==> src/rtl/mem_fetch_unit.sv <==
`default_nettype none
// ============================================================================
// Module   : mem_fetch_unit
// Brief    : Sequential instruction fetcher sitting behind a single-cycle
//            synchronous-read memory. Words are buffered in a small FIFO and
//            delivered over valid/ready. It survives the programming
//            controller stealing the memory, and PC redirects flush it.
// Revision : 1.0 - initial release
// ============================================================================
module mem_fetch_unit #(
  parameter int          MEM_ADDR_WIDTH = 10,
  parameter int          MEM_DATA_WIDTH = 32,
  parameter int          FIFO_DEPTH     = 4,
  parameter int unsigned RESET_ADDR     = 0
) (
  input  logic                          clk,
  input  logic                          rst_n,
  output logic [MEM_ADDR_WIDTH-1:0]     mem_addr,
  input  logic [MEM_DATA_WIDTH-1:0]     mem_rdata,
  input  logic                          mem_busy,
  input  logic                          redirect_valid,
  input  logic [MEM_ADDR_WIDTH-1:0]     redirect_addr,
  output logic                          instr_valid,
  output logic [MEM_DATA_WIDTH-1:0]     instr_data,
  output logic [MEM_ADDR_WIDTH-1:0]     instr_addr,
  input  logic                          instr_ready,
  output logic [$clog2(FIFO_DEPTH):0]   fifo_level
);

  localparam int c_PTR_W = $clog2(FIFO_DEPTH);
  localparam int c_LVL_W = c_PTR_W + 1;
  localparam int c_CRD_W = c_LVL_W + 1;

  logic [MEM_ADDR_WIDTH-1:0] r_pc;
  logic                      r_inflight;
  logic [MEM_ADDR_WIDTH-1:0] r_inflight_addr;
  logic [MEM_DATA_WIDTH-1:0] r_fifo_data [FIFO_DEPTH];
  logic [MEM_ADDR_WIDTH-1:0] r_fifo_addr [FIFO_DEPTH];
  logic [c_PTR_W-1:0]        r_wr_ptr;
  logic [c_PTR_W-1:0]        r_rd_ptr;
  logic [c_LVL_W-1:0]        r_count;

  logic                      w_pop;
  logic                      w_issue;
  logic                      w_capture;
  logic                      w_push;
  logic                      w_discard;
  logic [c_CRD_W-1:0]        w_credit;

  // Handshake, credit and capture decisions for the current cycle.
  always_comb begin
    instr_valid = (r_count != '0);
    w_pop       = instr_valid & instr_ready;
    // Entries that will still be occupied or owed after this cycle's pop;
    // never negative because a pop implies at least one entry.
    w_credit    = c_CRD_W'(r_count) + c_CRD_W'(r_inflight) - c_CRD_W'(w_pop);
    w_issue     = !mem_busy && !redirect_valid && (w_credit < c_CRD_W'(FIFO_DEPTH));
    w_capture   = r_inflight & !redirect_valid;
    // Memory output is forced to zero while busy, so that word must be refetched.
    w_push      = w_capture & !mem_busy;
    w_discard   = w_capture & mem_busy;
  end

  // Head of FIFO is masked while empty so outputs read zero straight out of reset.
  always_comb begin
    mem_addr   = r_pc;
    fifo_level = r_count;
    instr_data = instr_valid ? r_fifo_data[r_rd_ptr] : '0;
    instr_addr = instr_valid ? r_fifo_addr[r_rd_ptr] : '0;
  end

  // Fetch pointer, in-flight tracking and FIFO bookkeeping; redirect wins over all.
  always_ff @(posedge clk or negedge rst_n) begin
    if (!rst_n) begin
      r_pc            <= MEM_ADDR_WIDTH'(RESET_ADDR);
      r_inflight      <= 1'b0;
      r_inflight_addr <= '0;
      r_wr_ptr        <= '0;
      r_rd_ptr        <= '0;
      r_count         <= '0;
    end else if (redirect_valid) begin
      r_pc       <= redirect_addr;
      r_inflight <= 1'b0;
      r_wr_ptr   <= '0;
      r_rd_ptr   <= '0;
      r_count    <= '0;
    end else begin
      if (w_discard) begin
        r_pc <= r_inflight_addr;
      end else if (w_issue) begin
        r_pc <= r_pc + MEM_ADDR_WIDTH'(1);
      end
      r_inflight <= w_issue;
      if (w_issue) begin
        r_inflight_addr <= r_pc;
      end
      if (w_push) begin
        r_wr_ptr <= r_wr_ptr + c_PTR_W'(1);
      end
      if (w_pop) begin
        r_rd_ptr <= r_rd_ptr + c_PTR_W'(1);
      end
      r_count <= r_count + c_LVL_W'(w_push) - c_LVL_W'(w_pop);
    end
  end

  // FIFO storage; contents need no reset since reads are gated by the count.
  always_ff @(posedge clk) begin
    if (w_push) begin
      r_fifo_data[r_wr_ptr] <= mem_rdata;
      r_fifo_addr[r_wr_ptr] <= r_inflight_addr;
    end
  end

endmodule
`default_nettype wire

==> config.mk <==
export PLATFORM = sky130hd
export DESIGN_NAME = mem_fetch_unit
export DESIGN_NICKNAME = d
export VERILOG_FILES = /design/src/rtl/mem_fetch_unit.sv
export SDC_FILE = /design/constraint.sdc
export NUM_CORES = 1
export LEC_CHECK = 0
export CAP_MARGIN = 25
export CORE_ASPECT_RATIO = 1.25
export CORE_UTILIZATION = 45
export CTS_BUF_LIST = sky130_fd_sc_hd__clkbuf_4 sky130_fd_sc_hd__clkbuf_8
export CTS_CLUSTER_DIAMETER = 120
export DETAILED_ROUTE_END_ITERATION = 8
export GPL_ROUTABILITY_DRIVEN = 1
export GPL_TIMING_DRIVEN = 0
export MAX_ROUTING_LAYER = met4
export PLACE_DENSITY = 0.76
export SYNTH_ARGS = -nofsm -noshare
export SYNTH_HDL_FRONTEND = slang
export SYNTH_SLANG_ARGS = --single-unit
==> constraint.sdc <==
create_clock -name clk -period 3.7 [get_ports clk]
set_clock_uncertainty 0.1 [all_clocks]
set_input_delay 0.555 -clock clk [delete_from_list [all_inputs] [get_ports clk]]
set_output_delay 0.555 -clock clk [all_outputs]
set_load 0.02 [all_outputs]
Word-level counts from Yosys, hierarchy flattened

Memory sizes are Yosys's and may differ from the RTL's.
Index checks and enable logic that the tools add are counted.

$lt $le $gt $ge: 1
Bitwise logic cells: 5
Reductions and logical operators: 9
Mux-type cells: 13
$add $sub $neg: 7

Operator list:

| operator                | number |
|---|---|
| $mux W10                | 4 |
| $mux W32                | 1 |
| $add A10 B1 Y10 const B | 1 |
| $mux W2                 | 4 |
| $reduce_bool A3 Y1      | 2 |
| $add A2 B1 Y2 const B   | 2 |
| $add A3 B1 Y4           | 1 |
| $and A1 B1 Y1           | 4 |
| $lt A4 B3 Y1 const B    | 1 |
| $reduce_bool A2 Y1      | 2 |
| $sub A4 B1 Y4           | 1 |
| $add A3 B1 Y3           | 1 |
| $mux W1                 | 3 |
| $mux W3                 | 1 |
| $sub A3 B1 Y3           | 1 |
| $logic_and A1 B1 Y1     | 2 |
| $logic_not A1 Y1        | 2 |
| $reduce_and A2 Y1       | 1 |
| $not A1 Y1              | 1 |

Flip-flop bits (word level): 28
Memories kept: 2
Input port bits: 47
Bits in writable memories: 168
Logic and storage cells: 43
Output and inout bits: 56

Memories:

| name        | depth | bits a word | rd ports | clocked after Yosys merged registers in | write ports | RTL line | RTL |
|---|---|---|---|---|---|---|---|
| r_fifo_data | 4     | 32          | 1        | 0                                       | 1           | 37       | `logic [MEM_DATA_WIDTH-1:0] r_fifo_data [FIFO_DEPTH];` |
| r_fifo_addr | 4     | 10          | 1        | 0                                       | 1           | 38       | `logic [MEM_ADDR_WIDTH-1:0] r_fifo_addr [FIFO_DEPTH];` |

Logic depth before layout (Yosys ltp)

Depth after elaboration: 8
Mapped depth: 12
Mapped depth without buffers: 9

Worst setup path before layout

OpenSTA, ideal clock, no wires.

Path kind: reg2reg
From: reg r_count[2] (netlist: fifo_level[2])
To: reg r_inflight_addr[8]
Path slack: 0.514 ns
Path buffers: 3
Arrival time: 2.962 ns
Clock period less this slack: 3.186 ns
Stages on the path, launching flop included: 12
Setup time: 0.125 ns
Required time: 3.475 ns
Cells stage by stage: dfrtp_1 -> buf_6 -> or3_1 -> clkbuf_1 -> nand2_1 -> or2_2 -> ha_1 -> or4b_1 -> a221o_1 -> nand3_4 -> buf_6 -> mux2_2

Longest elaborated chain between the ends: 6
Elaborated cells between the ends (all ways): 7
Classes of those cells: add/sub (2); order compare (1); bitwise (1); reduce/logical (3)

RTL lines:

| element                                               | RTL line | RTL |
|---|---|---|
| from (decl)                                           | 41       | `logic [c_LVL_W-1:0] r_count;` |
| from (signal assigned)                                | 103      | `r_count <= r_count + c_LVL_W'(w_push) - c_LVL_W'(w_pop);` |
| branches (longest 2 deep; another with $add A3 B1 Y4) | -        |  |
| $sub A4 B1 Y4 (*)                                     | 56       | `w_credit = c_CRD_W'(r_count) + c_CRD_W'(r_inflight) - c_CRD_W'(w_pop);` |
| $lt A4 B3 Y1 (*)                                      | 57       | `w_issue = !mem_busy && !redirect_valid && (w_credit < c_CRD_W'(FIFO_DEPTH));` |
| $logic_and A1 B1 Y1 (*)                               | 57       |  |
| $reduce_and A2 Y1 (no line) (*)                       | -        |  |
| to (signal assigned)                                  | 95       | `r_inflight_addr <= r_pc;` |
| to (decl)                                             | 36       | `logic [MEM_ADDR_WIDTH-1:0] r_inflight_addr;` |

Mark *: on every way between the ends.
A chain may end at the register's enable or synchronous reset.

Worst setup path after layout

From: reg r_rd_ptr[0]
To: out instr_data[10]

Longest elaborated chain between the ends: 2

RTL lines:

| element                | RTL line | RTL |
|---|---|---|
| from (decl)            | 40       | `logic [c_PTR_W-1:0] r_rd_ptr;` |
| from (signal assigned) | 101      | `r_rd_ptr <= r_rd_ptr + c_PTR_W'(1);` |
| $mem_v2 Z4 W32         | -        |  |
| $mux W32               | 68       | `instr_data = instr_valid ? r_fifo_data[r_rd_ptr] : '0;` |
| to (decl)              | 24       | `output logic [MEM_DATA_WIDTH-1:0] instr_data,` |

Every way passes these cells.

==> out/results.tsv <==
metric	value	unit
cells along the critical path	clkbuf_1 > buf_2 > mux4_2 > and2_1 > clkdlybuf4s50_1	
xor/xnor share of the synthesized area	0.646	%
drt drc	0	
Synth cell types	46	
r2r setup slk	330	ps
status	complete, no violations	
synth-to-layout area growth	22.0	%
GPL Wtd Cong	0.862	
worst reg-to-reg path cell count	10	
1st-iter DRT viols	291	
Worst EP arrival	2870	ps
worst hold slack	339	ps
die width	122	um
Die Ht	152	um
Synth Area in Adders	1.48	%
Slew @ Worst Pin	652	ps
critical path data required time	3040	ps
Overall Global Routing Usage	18.0	%
Initial Util	46.3	%
antenna violations before repair	0	
yosys warns	0	
f_max	284	MHz
n_diodes	0	
H-Tree Depth	4	
asr flop ratio synth	14.3	%
Boundary Pins	103	
Worst Hold Class	input pin to async pin	
mean post-synth cell area	17.7	sq um
CTS Buf Count	17	
CTS max path bufs	2	
DPL Wire Length	10200	um
Syn Std Cell Area	8130	sq um
Crit Path Class	flip-flop to primary output	
max cap viols	0	
P_leak	3.33	nW
ANT nets after route	0	
routed vias	4451	
first-pass GRT wire length	24400	um
DR WL/cell	18.8	um
DRT Pass-1 Iters	4	
row count	54	
CP max stage delay	540	ps
flops & latches, synth	196	
cells after synthesis	459	
end of the worst register-to-register path	r_inflight_addr[9]$_DFFE_PN0P_	
nets@finish	639	
reg2reg start	fifo_level[2]$_DFF_PN0_	
Rel. slew slack	56.5	%
largest family of logic cells by synthesized area	multiplexers	
Post-synth top flop	edfxtp_1	
Synth Area in Compound Gates	3.55	%
clock sink count	196	
max-slew violation count	0	
Filler cells	1385	
nature of the critical path startpoint	flip-flop	
Fin Setup TNS	0	ps
pre-CTS WS	121	ps
share of cells above drive strength 1	18.8	%
Final min period	3520	ps
Critical Path Sink Type	primary output	
Final setup viols	0	
simple-gate share of the synthesized area	8.08	%
Tcrit/Tclk final	95.2	%
largest net degree at the start of global routing	25	
unrepaired setup endpoints after global routing	yes	
hold buffer count at cts	0	
vias in the first global route	4606	
EDFF count, synth	168	
die footprint	18600	sq um
PortBufs	101	
post-CTS setup buffer count	0	
sequential cell area fraction in the yosys report	70.6	%
total power	6.64	mW
Slowest-stage cell, CP	mux4_2	
worst vdd ir	0.343	mV
Total Wirelength	15400	um
CP Max Fanout	10	
Worst-Skew Late Latency	450	ps
CTS tree	built	
PwrDens	669	nW/um^2
CTS resizes	0	
multiplexer share of the synthesized area	13.5	%
final hold vios	0	
total grt overflow	0	
syn nets	515	
Worst-path clk slew	100	ps
Via-to-Cell Ratio	5.43	
worst setup margin	178	ps
clk root buf	clkbuf_8	
Core ar.	17600	sq um
metrics by stage:
step	utilization (%)	instance area, sq um	instances
after global routing	56.5	9920	820
after global placement	53.7	9430	784
after detailed placement	54.3	9540	789
after CTS	56.5	9920	821
after floorplan	-	8130	459
final	56.5	9920	820
flip-flops by register name, indices dropped and copies added, names as in the netlist:
name             cells
r_fifo_addr         40
r_rd_ptr             2
r_wr_ptr             2
r_fifo_data        128
r_inflight           1
fifo_level           3
r_inflight_addr     10
mem_addr            10
kinds of logic (layout without fill, tap and decap cells):
logic type,Yosys count,count (layout)
buf+inv,36,173
flops,196,196
fa+ha+maj,9,9
simple gates,118,118
compound gates,38,38
mux,56,56
xor+xnor,6,6
layout by cell type, fill, tap and decap left out, types with 4 or more instances in the layout:
cell             instances
or2_2                    4
xor2_1                   4
o21ai_0                  4
ha_1                     8
inv_6                    6
buf_12                   4
edfxtp_1               168
mux4_2                  42
buf_2                    4
inv_1                   11
a31oi_1                  5
mux2_2                  12
and2_1                  47
nand3_1                  7
and3_2                   4
nor2_1                  13
nand4_1                  5
clkbuf_1                14
dfrtp_1                 28
nand2_1                 24
clkdlybuf4s50_1        101
clkbuf_8                17
cells in the mapped netlist (all sizes together) (3+ instances only):
cell type	n	area, sq um
a21oi	3	15.0
a2bb2oi	3	26.3
a31oi	5	31.3
and2	47	294
and3	5	31.3
buf	10	71.3
clkbuf	15	56.3
dfrtp	28	701
edfxtp	168	5040
ha	8	100
inv	11	41.3
mux2	12	135
mux4	42	946
nand2	24	90.1
nand3	8	52.6
nand4	5	31.3
nor2	13	48.8
nor2b	3	18.8
nor3	3	15.0
o211ai	3	22.5
o21ai	4	20.0
o221a	3	33.8
o31ai	3	22.5
or2	4	25.0
xor2	4	35.0
where the power goes:
group,total (mW),internal (mW),leakage [nW],switching (mW)
clock,1.28,0.497,0.188,0.787
combinational,2.61,1.30,1.26,1.32
sequential,2.74,2.58,1.88,0.156
total,6.64,4.38,3.33,2.26
worst max-delay path by stage:
stage / start / to / slack, ps
2_1_floorplan: fifo_level[2]$_DFF_PN0_ / r_inflight_addr[8]$_DFFE_PN0P_ / 510
3_3_place_gp: mem_busy / r_fifo_data[0][20]$_DFFE_PP_ / -130
3_5_place_dp: instr_ready / r_inflight_addr[9]$_DFFE_PN0P_ / 120
4_1_cts: r_rd_ptr[0]$_DFFE_PN0P_ / instr_data[18] / 110
5_1_grt: r_rd_ptr[0]$_DFFE_PN0P_ / instr_addr[1] / -3
6_report: r_rd_ptr[0]$_DFFE_PN0P_ / instr_data[10] / 180
critical path, delay by kind of cell, from the launching register on:
kind | cells | cell delay [ps]
multiplexers | 1 | 540
AND/OR/NAND/NOR | 1 | 200
flip-flops | 1 | 330
buffers and inverters | 3 | 1360
routing by layer:
| layer | up-vias | wire [um] | global-route usage [%] |
|---|---|---|---|
| met1 | 2276 | 6400 | 22.0 |
| li1 | 2047 | - | - |
| met3 | 18 | 519 | 2.92 |
| met5 | - | 0 | - |
| met4 | 0 | 206 | 5.75 |
| met2 | 110 | 8320 | 30.4 |
final cells by class:
| class | instances | area (sq um) | area share [%] |
|---|---|---|---|
| Sequential cell | 196 | 5750 | 57.9 |
| Inverter | 11 | 41.3 | 0.416 |
| Clock buffer | 17 | 234 | 2.36 |
| Timing Repair Buffer | 106 | 1120 | 11.3 |
| Clock inverter | 15 | 146 | 1.48 |
| Tap cell | 224 | 280 | 2.83 |
| Multi-Input combinational cell | 227 | 2220 | 22.4 |
| Buffer | 24 | 129 | 1.30 |
(Power assumes the default switching activity.)
